[src/rtl/pipeline_hazard_ctrl.sv]
// rtl/pipeline_hazard_ctrl.sv - stall/flush sequencer for the 5-stage pipeline (optional counters: PIPE_PERF_CNT_EN)
module pipeline_hazard_ctrl #(
    parameter int REG_ADDR_W = 5,
    parameter int CNT_W      = 32
) (
    input  logic                  clk_i,
    input  logic                  rst_i,
    input  logic                  start_i,
    input  logic [REG_ADDR_W-1:0] id_rs1_addr_i,
    input  logic [REG_ADDR_W-1:0] id_rs2_addr_i,
    input  logic                  ex_memread_i,
    input  logic [REG_ADDR_W-1:0] ex_rd_addr_i,
    input  logic                  id_branch_taken_i,
    input  logic                  mem_req_i,
    input  logic                  dcache_hit_i,
    input  logic                  dcache_ack_i,
    output logic                  pc_write_o,
    output logic                  ifid_write_o,
    output logic                  ifid_flush_o,
    output logic                  idex_bubble_o,
    output logic                  mem_stall_o,
    output logic [CNT_W-1:0]      stall_cnt_o,
    output logic [CNT_W-1:0]      hazard_cnt_o
);

    typedef enum logic [1:0] {
        ST_RUN  = 2'd0,
        ST_MISS = 2'd1,
        ST_DONE = 2'd2
    } state_t;

    state_t state;
    state_t state_next;

    logic miss;
    logic load_use;

    assign miss     = mem_req_i & ~dcache_hit_i;
    assign load_use = ex_memread_i
                    & (ex_rd_addr_i != '0)
                    & ((ex_rd_addr_i == id_rs1_addr_i) | (ex_rd_addr_i == id_rs2_addr_i));

    // State register; reset or a stopped CPU parks the cache handshake in RUN
    always_ff @(posedge clk_i) begin
        if (rst_i) begin
            state <= ST_RUN;
        end else begin
            state <= state_next;
        end
    end

    // Next-state and prioritised pipeline controls (stall > load-use > branch > run)
    always_comb begin
        state_next    = state;
        pc_write_o    = 1'b0;
        ifid_write_o  = 1'b0;
        ifid_flush_o  = 1'b0;
        idex_bubble_o = 1'b0;
        mem_stall_o   = 1'b0;

        if (rst_i || !start_i) begin
            state_next = ST_RUN;
        end else begin
            case (state)
                ST_RUN: begin
                    if (miss) begin
                        mem_stall_o = 1'b1;
                        state_next  = ST_MISS;
                    end
                end
                ST_MISS: begin
                    // Freeze holds through the ack cycle; release happens in DONE
                    mem_stall_o = 1'b1;
                    if (dcache_ack_i) begin
                        state_next = ST_DONE;
                    end
                end
                ST_DONE: begin
                    // Refill data is valid here, so the hit flag is not consulted
                    state_next = ST_RUN;
                end
                default: begin
                    state_next = ST_RUN;
                end
            endcase

            if (mem_stall_o) begin
                pc_write_o    = 1'b0;
                ifid_write_o  = 1'b0;
            end else if (load_use) begin
                // Any taken branch in ID is dropped; it resolves again next cycle
                idex_bubble_o = 1'b1;
            end else if (id_branch_taken_i) begin
                pc_write_o    = 1'b1;
                ifid_write_o  = 1'b1;
                ifid_flush_o  = 1'b1;
            end else begin
                pc_write_o    = 1'b1;
                ifid_write_o  = 1'b1;
            end
        end
    end

`ifdef PIPE_PERF_CNT_EN
    logic [CNT_W-1:0] stall_cnt;
    logic [CNT_W-1:0] hazard_cnt;

    // Saturating performance counters; only reset clears them
    always_ff @(posedge clk_i) begin
        if (rst_i) begin
            stall_cnt  <= '0;
            hazard_cnt <= '0;
        end else begin
            if (mem_stall_o && (stall_cnt != {CNT_W{1'b1}})) begin
                stall_cnt <= stall_cnt + 1'b1;
            end
            if (idex_bubble_o && (hazard_cnt != {CNT_W{1'b1}})) begin
                hazard_cnt <= hazard_cnt + 1'b1;
            end
        end
    end

    assign stall_cnt_o  = stall_cnt;
    assign hazard_cnt_o = hazard_cnt;
`else
    assign stall_cnt_o  = '0;
    assign hazard_cnt_o = '0;
`endif

endmodule

[config.mk]
export PLATFORM = sky130hd
export DESIGN_NAME = pipeline_hazard_ctrl
export DESIGN_NICKNAME = d
export VERILOG_FILES = /design/src/rtl/pipeline_hazard_ctrl.sv
export SDC_FILE = /design/constraint.sdc
export NUM_CORES = 1
export LEC_CHECK = 0
export BUFFER_PORTS_ARGS = -buffer_cell sky130_fd_sc_hd__buf_2
export CORE_ASPECT_RATIO = 0.75
export CORE_MARGIN = 2
export CORE_UTILIZATION = 35
export CTS_CLUSTER_DIAMETER = 120
export DETAILED_ROUTE_END_ITERATION = 12
export PLACE_DENSITY = 0.86
export SLEW_MARGIN = 20
export SYNTH_ARGS = -nofsm -noshare
export SYNTH_HDL_FRONTEND = slang
export SYNTH_SLANG_ARGS = --single-unit
[constraint.sdc]
create_clock -name clk_i -period 2.7 [get_ports clk_i]
set_input_delay 0.135 -clock clk_i [delete_from_list [all_inputs] [get_ports clk_i]]
set_output_delay 0.135 -clock clk_i [all_outputs]
set_load 0.01 [all_outputs]
==> out/qor.txt, run 1 <==
Row count = 14
Port bufs = 27
Run status = completed
Maximum clock insertion buffer count = 2
Tcrit/Tclk final = 0.555
Most flop-heavy register = state
Initial Utilization = 0.370
Worst hold start = dcache_ack_i
CTS clk-pin slew, worst paths = 30 ps
Combinational Power Share = 0.488
Placed insts = 150
Area Overhead vs Synth = -8.56%
Mapped Cells = 101
Crit start category = flop
Vias = 490
Post CTS Setup Buffer Count = 0
Synth area leader = buf_4
Leak = 0.000423 uW
Cell Int Power = 108 uW
Antenna viol nets, final = 0
Routed wire length per instance = 7.03 um
Clock sinks = 2
H-tree levels = 1
Layout cells sized above 1 = 0.240
Post-DP HPWL = 1010 um
Inserted Clock Buffers = 3
Crit path from = state[0]
Number of flip-flops in the largest register = 2
Critical path data required time = 2570 ps
Overflow after GRT = 0
Final slew viol count = 0
Drt drc = 0
Initial antenna violation count = 0
Synth top area share = 0.654
Mapped Avg Cell Area = 7.38 um2
Resized cells post-CTS = 0
VDD IR max = 0.000126 V
Sw Pwr = 81.2 uW
Fin Setup TNS = 0 ps
Total power = 189 uW
Setup repair after global routing missed its margin = false
Yosys cell types = 18
First-pass GRT wire length = 1240 um
Post-Route WL = 1080 um
Flop pwr share = 0.163
Synthesized area = 746 um2
Max Fanout on Critical Path = 4
Max-cap violations = 0
Worst min path class = in -> reg
Final Hold Vio Count = 0
Clock root cell = clkbuf_4
Core Footprint = 2010 um2
Hold_buf cts = 0
Fmax = 668 MHz
Vias in the first global route = 337
CP Class = reg -> out
CTS tree = built
Clock skew = 0.664 ps
1st-iter DRT viols = 8
GPL Wtd Cong = 0.571
Final min period = 1500 ps
Area contributors post-synth = buf_4 (65%), xnor2_1 (12%), dfxtp_1 (5.4%)
Drt pass-1 iters = 2
Largest net degree at the start of global routing = 5
GRT Overall Usage = 0.0663
Flops & latches, synth = 2
WHS = 144 ps
Post-synthesis sequential area ratio = 0.0537
Core Util, Final = 0.339
Area of the multi-input gates = 443 um2
# IOs = 92
Ys Warns = 0
Final #Nets = 154
DIE AREA = 2520 um2
CP endpoint kind = primary output
Clock Latency Late Sink = 220 ps
Die span in x = 57.3 um
PwrDens = 278 nW/um2
Seq. cell area = 40.0 um2
Cell Count, Final, Fillers Out = 153
Fillers = 215
Net Sw Frac = 0.429
Clock power frac = 0.349
Die height = 44.0 um
Largest registers = state: 2 flops
Setup violations, final = 0
Reg2Reg Launch Point = state[0]
WP data arrival = 1360 ps
Via density = 3.20
# diodes = 0
[kinds of logic after synthesis]
family                 after synthesis  share of synthesized area
AO/OA/AOI/OAI                        7                     0.0621
buffers and inverters               68                      0.669
AND/OR/NAND/NOR                     13                     0.0923
flip-flops                           2                     0.0537
XOR/XNOR                            10                      0.117
other                                1                    0.00503
[critical path, stage by stage (launching register included)]
cell	delay (ps)
dfxtp_1	370
a21oi_1	70
o21ai_0	350
and3b_1	220
buf_2	130
[layout make-up]
cell class,instances,area share
Clock buffer,3,0.0330
Inverter,3,0.0165
Multi-Input combinational cell,94,0.650
Sequential cell,2,0.0587
Tap cell,24,0.0440
Timing Repair Buffer,27,0.198
[power groups by stage]
stage / Sequential, uW / Combinational (uW) / Clock, uW
finish: 30.9 / 92.3 / 66.1
global route: 30.9 / 102 / 70.1
CTS: 30.8 / 91.4 / 71.0
detailed placement: 31.2 / 91.2 / 0
global placement: 31.2 / 89.6 / 0
floorplan: 31.1 / 135 / 0
[metal layers]
layer	global-route usage	routed length, um	up-vias
li1	-	-	242
met2	0.133	619	44
met1	0.0584	288	204
met5	0	0	-
met3	0.0179	166	0
met4	0.0419	0	0
[metrics by stage]
step / cell area [um2] / worst slack [ps]
floorplan: 982 / 1290
global placement: 659 / 1260
detailed placement: 659 / 1250
CTS: 682 / 1180
global route: 682 / 1130
finish: 682 / 1200
[cell usage in the layout (no fill, tap or decap)]
cell	Yosys	routed
conb_1	1	64
clkbuf_4	0	3
o21a_1	1	1
nand2b_1	1	1
xnor2_1	10	10
dfxtp_1	2	2
nor2b_1	1	1
nor2_1	3	3
and3b_1	1	1
a21oi_1	3	3
nand2_1	3	3
a211oi_2	1	1
inv_1	3	3
buf_2	0	27
o22ai_1	1	1
or4_1	1	1
nand3_1	2	2
o21ai_0	1	1
nor3b_1	1	1
[synthesized netlist by cell type]
library cell and count:
a211oi_2 1, a21oi_1 3, and3b_1 1, buf_4 65, conb_1 1, dfxtp_1 2, inv_1 3, nand2_1 3
nand2b_1 1, nand3_1 2, nor2_1 3, nor2b_1 1, nor3b_1 1, o21a_1 1, o21ai_0 1, o22ai_1 1
or4_1 1, xnor2_1 10
[worst paths after layout]
kind / end / slack (ps) / depth (start not counted)
setup / recovery: idex_bubble_o / 1200 / 4
hold / removal: state[1] / 140 / 3
setup reg to reg: state[0] / 1970 / 3
hold reg to reg: state[1] / 460 / 2
Note: power is estimated with default switching activity, not from simulation.
==> run 2, diff against run 1 <==
- CORE_UTILIZATION: 35 -> 29
- PLACE_DENSITY: 0.86 -> 0.76
- clock period: 2.7 -> 1.3 ns (I/O delays scaled with it)
==> out/qor.txt, run 2 (same netlist as run 1, synthesis figures left out) <==
Run status = finished, violations left
Failing checks = setup timing
Layout cells sized above 1 = 0.295 (+0.0551)
GPL Wtd Cong = 0.650 (+14%)
Leak = 0.000445 uW (+5.2%)
Cell Int Power = 237 uW (+120%)
Cell Count, Final, Fillers Out = 166 (+8.5%)
# IOs = 92 (unchanged)
Clock root cell = clkbuf_4
Final min period = 1310 ps
Critical path data required time = 1240 ps (-1330 ps)
Die height = 47.9 um (+9.0%)
Placed Instance Area = 694 um2 (+5.3%)
Area Overhead vs Synth = 0.671%
Sw Pwr = 174 uW (+110%)
Flop pwr share = 0.156 (-0.007)
CTS tree = built
DIE AREA = 3000 um2 (+19%)
Fillers = 280 (+30%)
Most flop-heavy register = state
Hold path depth = 3 (unchanged)
Most frequent cells in the layout = conb_1 (64), buf_2 (25), xnor2_1 (10)
Max Fanout on Critical Path = 3 (-1)
Initial antenna violation count = 0 (unchanged)
Final #Nets = 157 (+1.9%)
Worst min path class = in -> reg
Hold_buf cts = 0 (unchanged)
Tcrit/Tclk final = 1.01
Antenna viol nets, final = 0 (unchanged)
Via density = 3.01 (-6.1%)
Clock power frac = 0.331 (-0.018)
GRT Overall Usage = 0.0641 (-0.00222)
Inserted Clock Buffers = 3 (unchanged)
WP data arrival = 1240 ps (-120 ps)
First-pass GRT wire length = 1440 um (+16%)
H-tree levels = 1 (unchanged)
Largest net degree at the start of global routing = 5 (unchanged)
Post CTS Setup Buffer Count = 0 (unchanged)
Placed insts = 163 (+8.7%)
Row count = 15 (+1)
Routed wire length per instance = 6.81 um (-3.1%)
Net Sw Frac = 0.424 (-0.00555)
Drt drc = 0 (unchanged)
Reg2Reg Launch Point = state[0]
Clock sinks = 2 (unchanged)
Setup violations, final = 1 (+1)
Crit start category = input port
Number of flip-flops in the largest register = 2 (unchanged)
CTS clk-pin slew, worst paths = 30 ps (about the same)
1st-iter DRT viols = 1 (-7)
Final Hold Vio Count = 0 (unchanged)
Vias in the first global route = 379 (+12%)
Flop-to-flop setup slack = 570 ps (-1400 ps)
Vias = 499 (+1.8%)
Fmax = 765 MHz
PwrDens = 548 nW/um2 (+97%)
WHS = 85.8 ps (-58.6 ps)
Die span in x = 62.6 um (+9.2%)
Clock Latency Late Sink = 220 ps (about the same)
Combinational Power Share = 0.513 (+0.025)
# diodes = 0 (unchanged)
Max-cap violations = 0 (unchanged)
Overflow after GRT = 0 (unchanged)
Drt pass-1 iters = 2 (unchanged)
CP endpoint kind = primary output
Maximum clock insertion buffer count = 2 (unchanged)
Design area = 751 um2 (+10%)
Worst hold start = dcache_ack_i
R2r endpoint = state[0]
Final worst slack = -7.66 ps (-1210 ps)
Final slew viol count = 0 (unchanged)
Largest registers = state: 2 flops
Setup repair after global routing missed its margin = true
Initial Utilization = 0.315 (-0.0548)
CP Class = in -> out
Commonest non-fill, non-tap cell in the layout = conb_1
Hold Crit Endpoint = state[1]
Dpl ws = -80.5 ps (-1330 ps)
Post-DP HPWL = 1040 um (+2.5%)
Post-Route WL = 1130 um (+5.1%)
VDD IR max = 0.000223 V (+77%)
Clock skew = 0.191 ps (-0.472 ps)
Core Util, Final = 0.317 (-0.0210)
Worst Reg-to-Reg Cells = 3 (unchanged)
Port bufs = 27 (unchanged)
Core Footprint = 2360 um2 (+17%)
-- run 2: changes by cell type in the layout (fill, tap and decap cells not counted), moves of 2 or more --
cell	previous run	this run
a21oi_2	0	2
buf_6	0	2
a21oi_1	3	1
buf_4	0	3
buf_2	27	25
-- run 2: metal layers --
| layer | wire length (um) | GRT usage | vias to the layer above |
|---|---|---|---|
| met5 | 0 | 0 | - |
| met4 | 0 | 0.0400 | 0 |
| met3 | 178 | 0.0259 | 0 |
| met2 | 624 | 0.125 | 39 |
| met1 | 327 | 0.0607 | 213 |
| li1 | - | - | 247 |
-- run 2: final cells by class --
| class | count | area (um2) | share of cell area |
|---|---|---|---|
| Multi-Input combinational cell | 94 | 464 | 0.618 |
| Timing Repair Buffer | 30 | 170 | 0.227 |
| Tap cell | 34 | 42.5 | 0.0567 |
| Sequential cell | 2 | 40.0 | 0.0533 |
| Clock buffer | 3 | 22.5 | 0.0300 |
| Inverter | 3 | 11.3 | 0.0150 |
-- run 2: worst max-delay path by stage --
stage | startpoint | to | slack (ps) | cells after the start
2_1_floorplan | ex_rd_addr_i[1] | pc_write_o | 30 | 4
3_3_place_gp | ex_rd_addr_i[1] | ifid_write_o | -80 | 5
3_5_place_dp | ex_rd_addr_i[1] | ifid_write_o | -80 | 5
4_1_cts | ex_rd_addr_i[1] | ifid_flush_o | -30 | 5
5_1_grt | ex_rd_addr_i[1] | ifid_flush_o | -50 | 5
6_report | ex_rd_addr_i[1] | ifid_flush_o | -8 | 5
-- run 2: critical path: stages --
cell,delay [ps]
buf_6,90
or4_4,530
o21a_1,220
a211oi_2,180
buf_2,160
-- run 2: through the flow --
step / total power (uW) / setup TNS, ps
after floorplan: 345 / 0
after global placement: 259 / -200
after detailed placement: 260 / -190
after CTS: 413 / -75.7
after global routing: 452 / -107
final: 411 / -7.66
-- run 2: repair_timing --
action                                  in CTS  in global routing
gates resized for setup                      7                  1
gates cloned                                 0                  0
endpoints found under the setup margin       4                  4
pin swaps                                    2                  2
-- run 2: power groups by stage --
stage | Combinational [uW] | Sequential (uW) | Clock (uW)
floorplan | 280 | 64.6 | 0
global placement | 194 | 64.8 | 0
detailed placement | 195 | 64.9 | 0
CTS | 205 | 64.3 | 144
global route | 238 | 64.3 | 149
finish | 211 | 64.3 | 136
==> run 3, diff against run 2 <==
--- a/config.mk
+++ b/config.mk
@@ -7,4 +7,5 @@
 export LEC_CHECK = 0
 export BUFFER_PORTS_ARGS = -buffer_cell sky130_fd_sc_hd__buf_2
+export CAP_MARGIN = 20
 export CORE_ASPECT_RATIO = 0.75
 export CORE_MARGIN = 2
==> constraint.sdc (replaced) <==
create_clock -name clk_i -period 1.3 [get_ports clk_i]
set_input_delay 0.065 -clock clk_i [delete_from_list [all_inputs] [get_ports clk_i]]
set_output_delay 0.065 -clock clk_i [all_outputs]
set_load 0.05 [all_outputs]
==> out/qor.txt, run 3 (same netlist as run 1, synthesis figures left out) <==
Net Sw Frac = 0.667 (+0.243)
Overflow after GRT = 0 (unchanged)
Post-DP HPWL = 1090 um (+5.7%)
Final min period = 1390 ps (+82.9 ps)
Inserted Clock Buffers = 3 (unchanged)
Maximum clock insertion buffer count = 2 (unchanged)
Clock Latency Late Sink = 220 ps (about the same)
Largest registers = state: 2 flops
Largest net degree at the start of global routing = 4 (-1)
Run status = finished, violations left
Max Fanout on Critical Path = 3 (unchanged)
Antenna viol nets, final = 0 (unchanged)
Leak = 0.000481 uW (+7.9%)
Commonest non-fill, non-tap cell in the layout = conb_1
Cell Count, Final, Fillers Out = 172 (+3.6%)
Initial Utilization = 0.315 (unchanged)
Number of flip-flops in the largest register = 2 (unchanged)
# diodes = 0 (unchanged)
CP endpoint kind = primary output
Post-Route WL = 1270 um (+12%)
Final slew viol count = 0 (unchanged)
WP buf/inv = 2 (unchanged)
Clock sinks = 2 (unchanged)
DIE AREA = 3000 um2 (unchanged)
Max-cap violations = 0 (unchanged)
Worst-path cell with the longest stage delay = or4_4
GRT Overall Usage = 0.0756 (+0.0116)
CTS tree = built
Flop-to-flop setup slack = 470 ps (-100 ps)
CP Class = in -> out
Cell Int Power = 257 uW (+8.6%)
Core Footprint = 2360 um2 (unchanged)
Most frequent cells in the layout = conb_1 (64), buf_2 (21), xnor2_1 (10)
CTS clk-pin slew, worst paths = 30 ps (about the same)
Failing checks = setup timing
Setup violations, final = 4 (+3)
Placed Instance Area = 737 um2 (+6.1%)
Flop pwr share = 0.083 (-0.073)
Dpl ws = -209 ps (-129 ps)
H-tree levels = 1 (unchanged)
Cells along the critical path = buf_6 -> or4_4 -> o21a_4 -> a211oi_4 -> buf_6
Worst hold start = dcache_ack_i
Core Util, Final = 0.353 (+0.0354)
Crit start category = input port
1st-iter DRT viols = 6 (+5)
Placed insts = 166 (+1.8%)
Final #Nets = 163 (+3.8%)
Tcrit/Tclk final = 1.07 (+0.0638)
Worst Reg-to-Reg Cells = 4 (+1)
Final worst slack = -90.5 ps (-82.9 ps)
Fmax = 719 MHz (-6.0%)
Vias = 510 (+2.2%)
First-pass GRT wire length = 1680 um (+17%)
Clock skew = 0.745 ps (+0.554 ps)
VDD IR max = 0.000259 V (+16%)
Routed wire length per instance = 7.39 um (+8.6%)
Final Hold Vio Count = 0 (unchanged)
WP data arrival = 1330 ps (+90 ps)
Most flop-heavy register = state
Initial antenna violation count = 0 (unchanged)
Clock power frac = 0.170 (-0.161)
Reg2Reg Launch Point = state[0]
Hold_buf cts = 0 (unchanged)
Layout cells sized above 1 = 0.326 (+0.0306)
Delay-heaviest family, CP = simple AND/OR/NAND/NOR gates
# IOs = 92 (unchanged)
Critical path data required time = 1240 ps (about the same)
Design area = 835 um2 (+11%)
Hold path depth = 3 (unchanged)
Drt pass-1 iters = 4 (+2)
Fin Setup TNS = -222 ps (-214 ps)
Setup repair after global routing missed its margin = true
Die height = 47.9 um (unchanged)
Most frequent CP cell = buf_6
Hold Crit Endpoint = state[1]
Via density = 2.97 (-1.4%)
Area Overhead vs Synth = 11.9%
Slowest Stage Delay on Critical Path = 530 ps (about the same)
Worst min path class = in -> reg
R2r endpoint = state[0]
Port bufs = 27 (unchanged)
Clock root cell = clkbuf_4
GPL Wtd Cong = 0.733 (+13%)
Combinational Power Share = 0.747 (+0.234)
Row count = 15 (unchanged)
Sw Pwr = 516 uW (+200%)
Die span in x = 62.6 um (unchanged)
PwrDens = 926 nW/um2 (+69%)
Vias in the first global route = 401 (+5.8%)
Drt drc = 0 (unchanged)
[run 3: worst max path at each step]
stage,startpoint,end,slack (ps),depth (start not counted)
detailed placement,ex_rd_addr_i[2],ifid_flush_o,-210,5
floorplan,ex_rd_addr_i[1],pc_write_o,-170,4
CTS,ex_rd_addr_i[1],ifid_flush_o,-100,5
global placement,ex_rd_addr_i[2],ifid_flush_o,-190,5
global route,ex_rd_addr_i[1],ifid_flush_o,-130,5
finish,ex_rd_addr_i[1],ifid_flush_o,-90,5
[run 3: stage by stage]
stage	power, uW	hold slack [ps]
after floorplan	701	186
after global placement	612	301
after detailed placement	614	314
after CTS	770	85.3
after global routing	814	92.3
final	773	84.6
[run 3: power by group through the flow]
stage | combinational, uW | clock [uW] | sequential [uW]
final | 578 | 131 | 64.1
after global routing | 606 | 143 | 64.2
after CTS | 569 | 137 | 64.0
after detailed placement | 549 | 0 | 64.4
after global placement | 547 | 0 | 64.3
after floorplan | 636 | 0 | 64.6
[run 3: cell type report]
| type | count | area, um2 |
|---|---|---|
| fillers | 273 | 1530 |
| multi-input cells | 94 | 477 |
| repair buffers | 36 | 240 |
| well taps | 34 | 42.5 |
| flip-flops and latches | 2 | 41.3 |
| clock buffers | 3 | 22.5 |
| inverters | 3 | 11.3 |
[run 3: per-layer routing]
metal	wire, um	track usage	up-vias	part of all wire
met5	0	0	-	0
met4	0	0.0400	0	0
met3	123	0.0212	0	0.097
met2	711	0.144	34	0.56
met1	436	0.0814	217	0.34
li1	-	-	259	-
[run 3: repair_timing]
item                       4_1_cts  5_1_grt
buffers inserted                 1        2
gates resized for setup         16        0
setup endpoints to repair        4        4
pin swaps                        2        2
[run 3: worst register-to-register path: stages (launching register included)]
cell and delay, ps:
dfxtp_2 310, buf_4 140, nor3b_1 180, a21oi_1 60
nor2_1 70
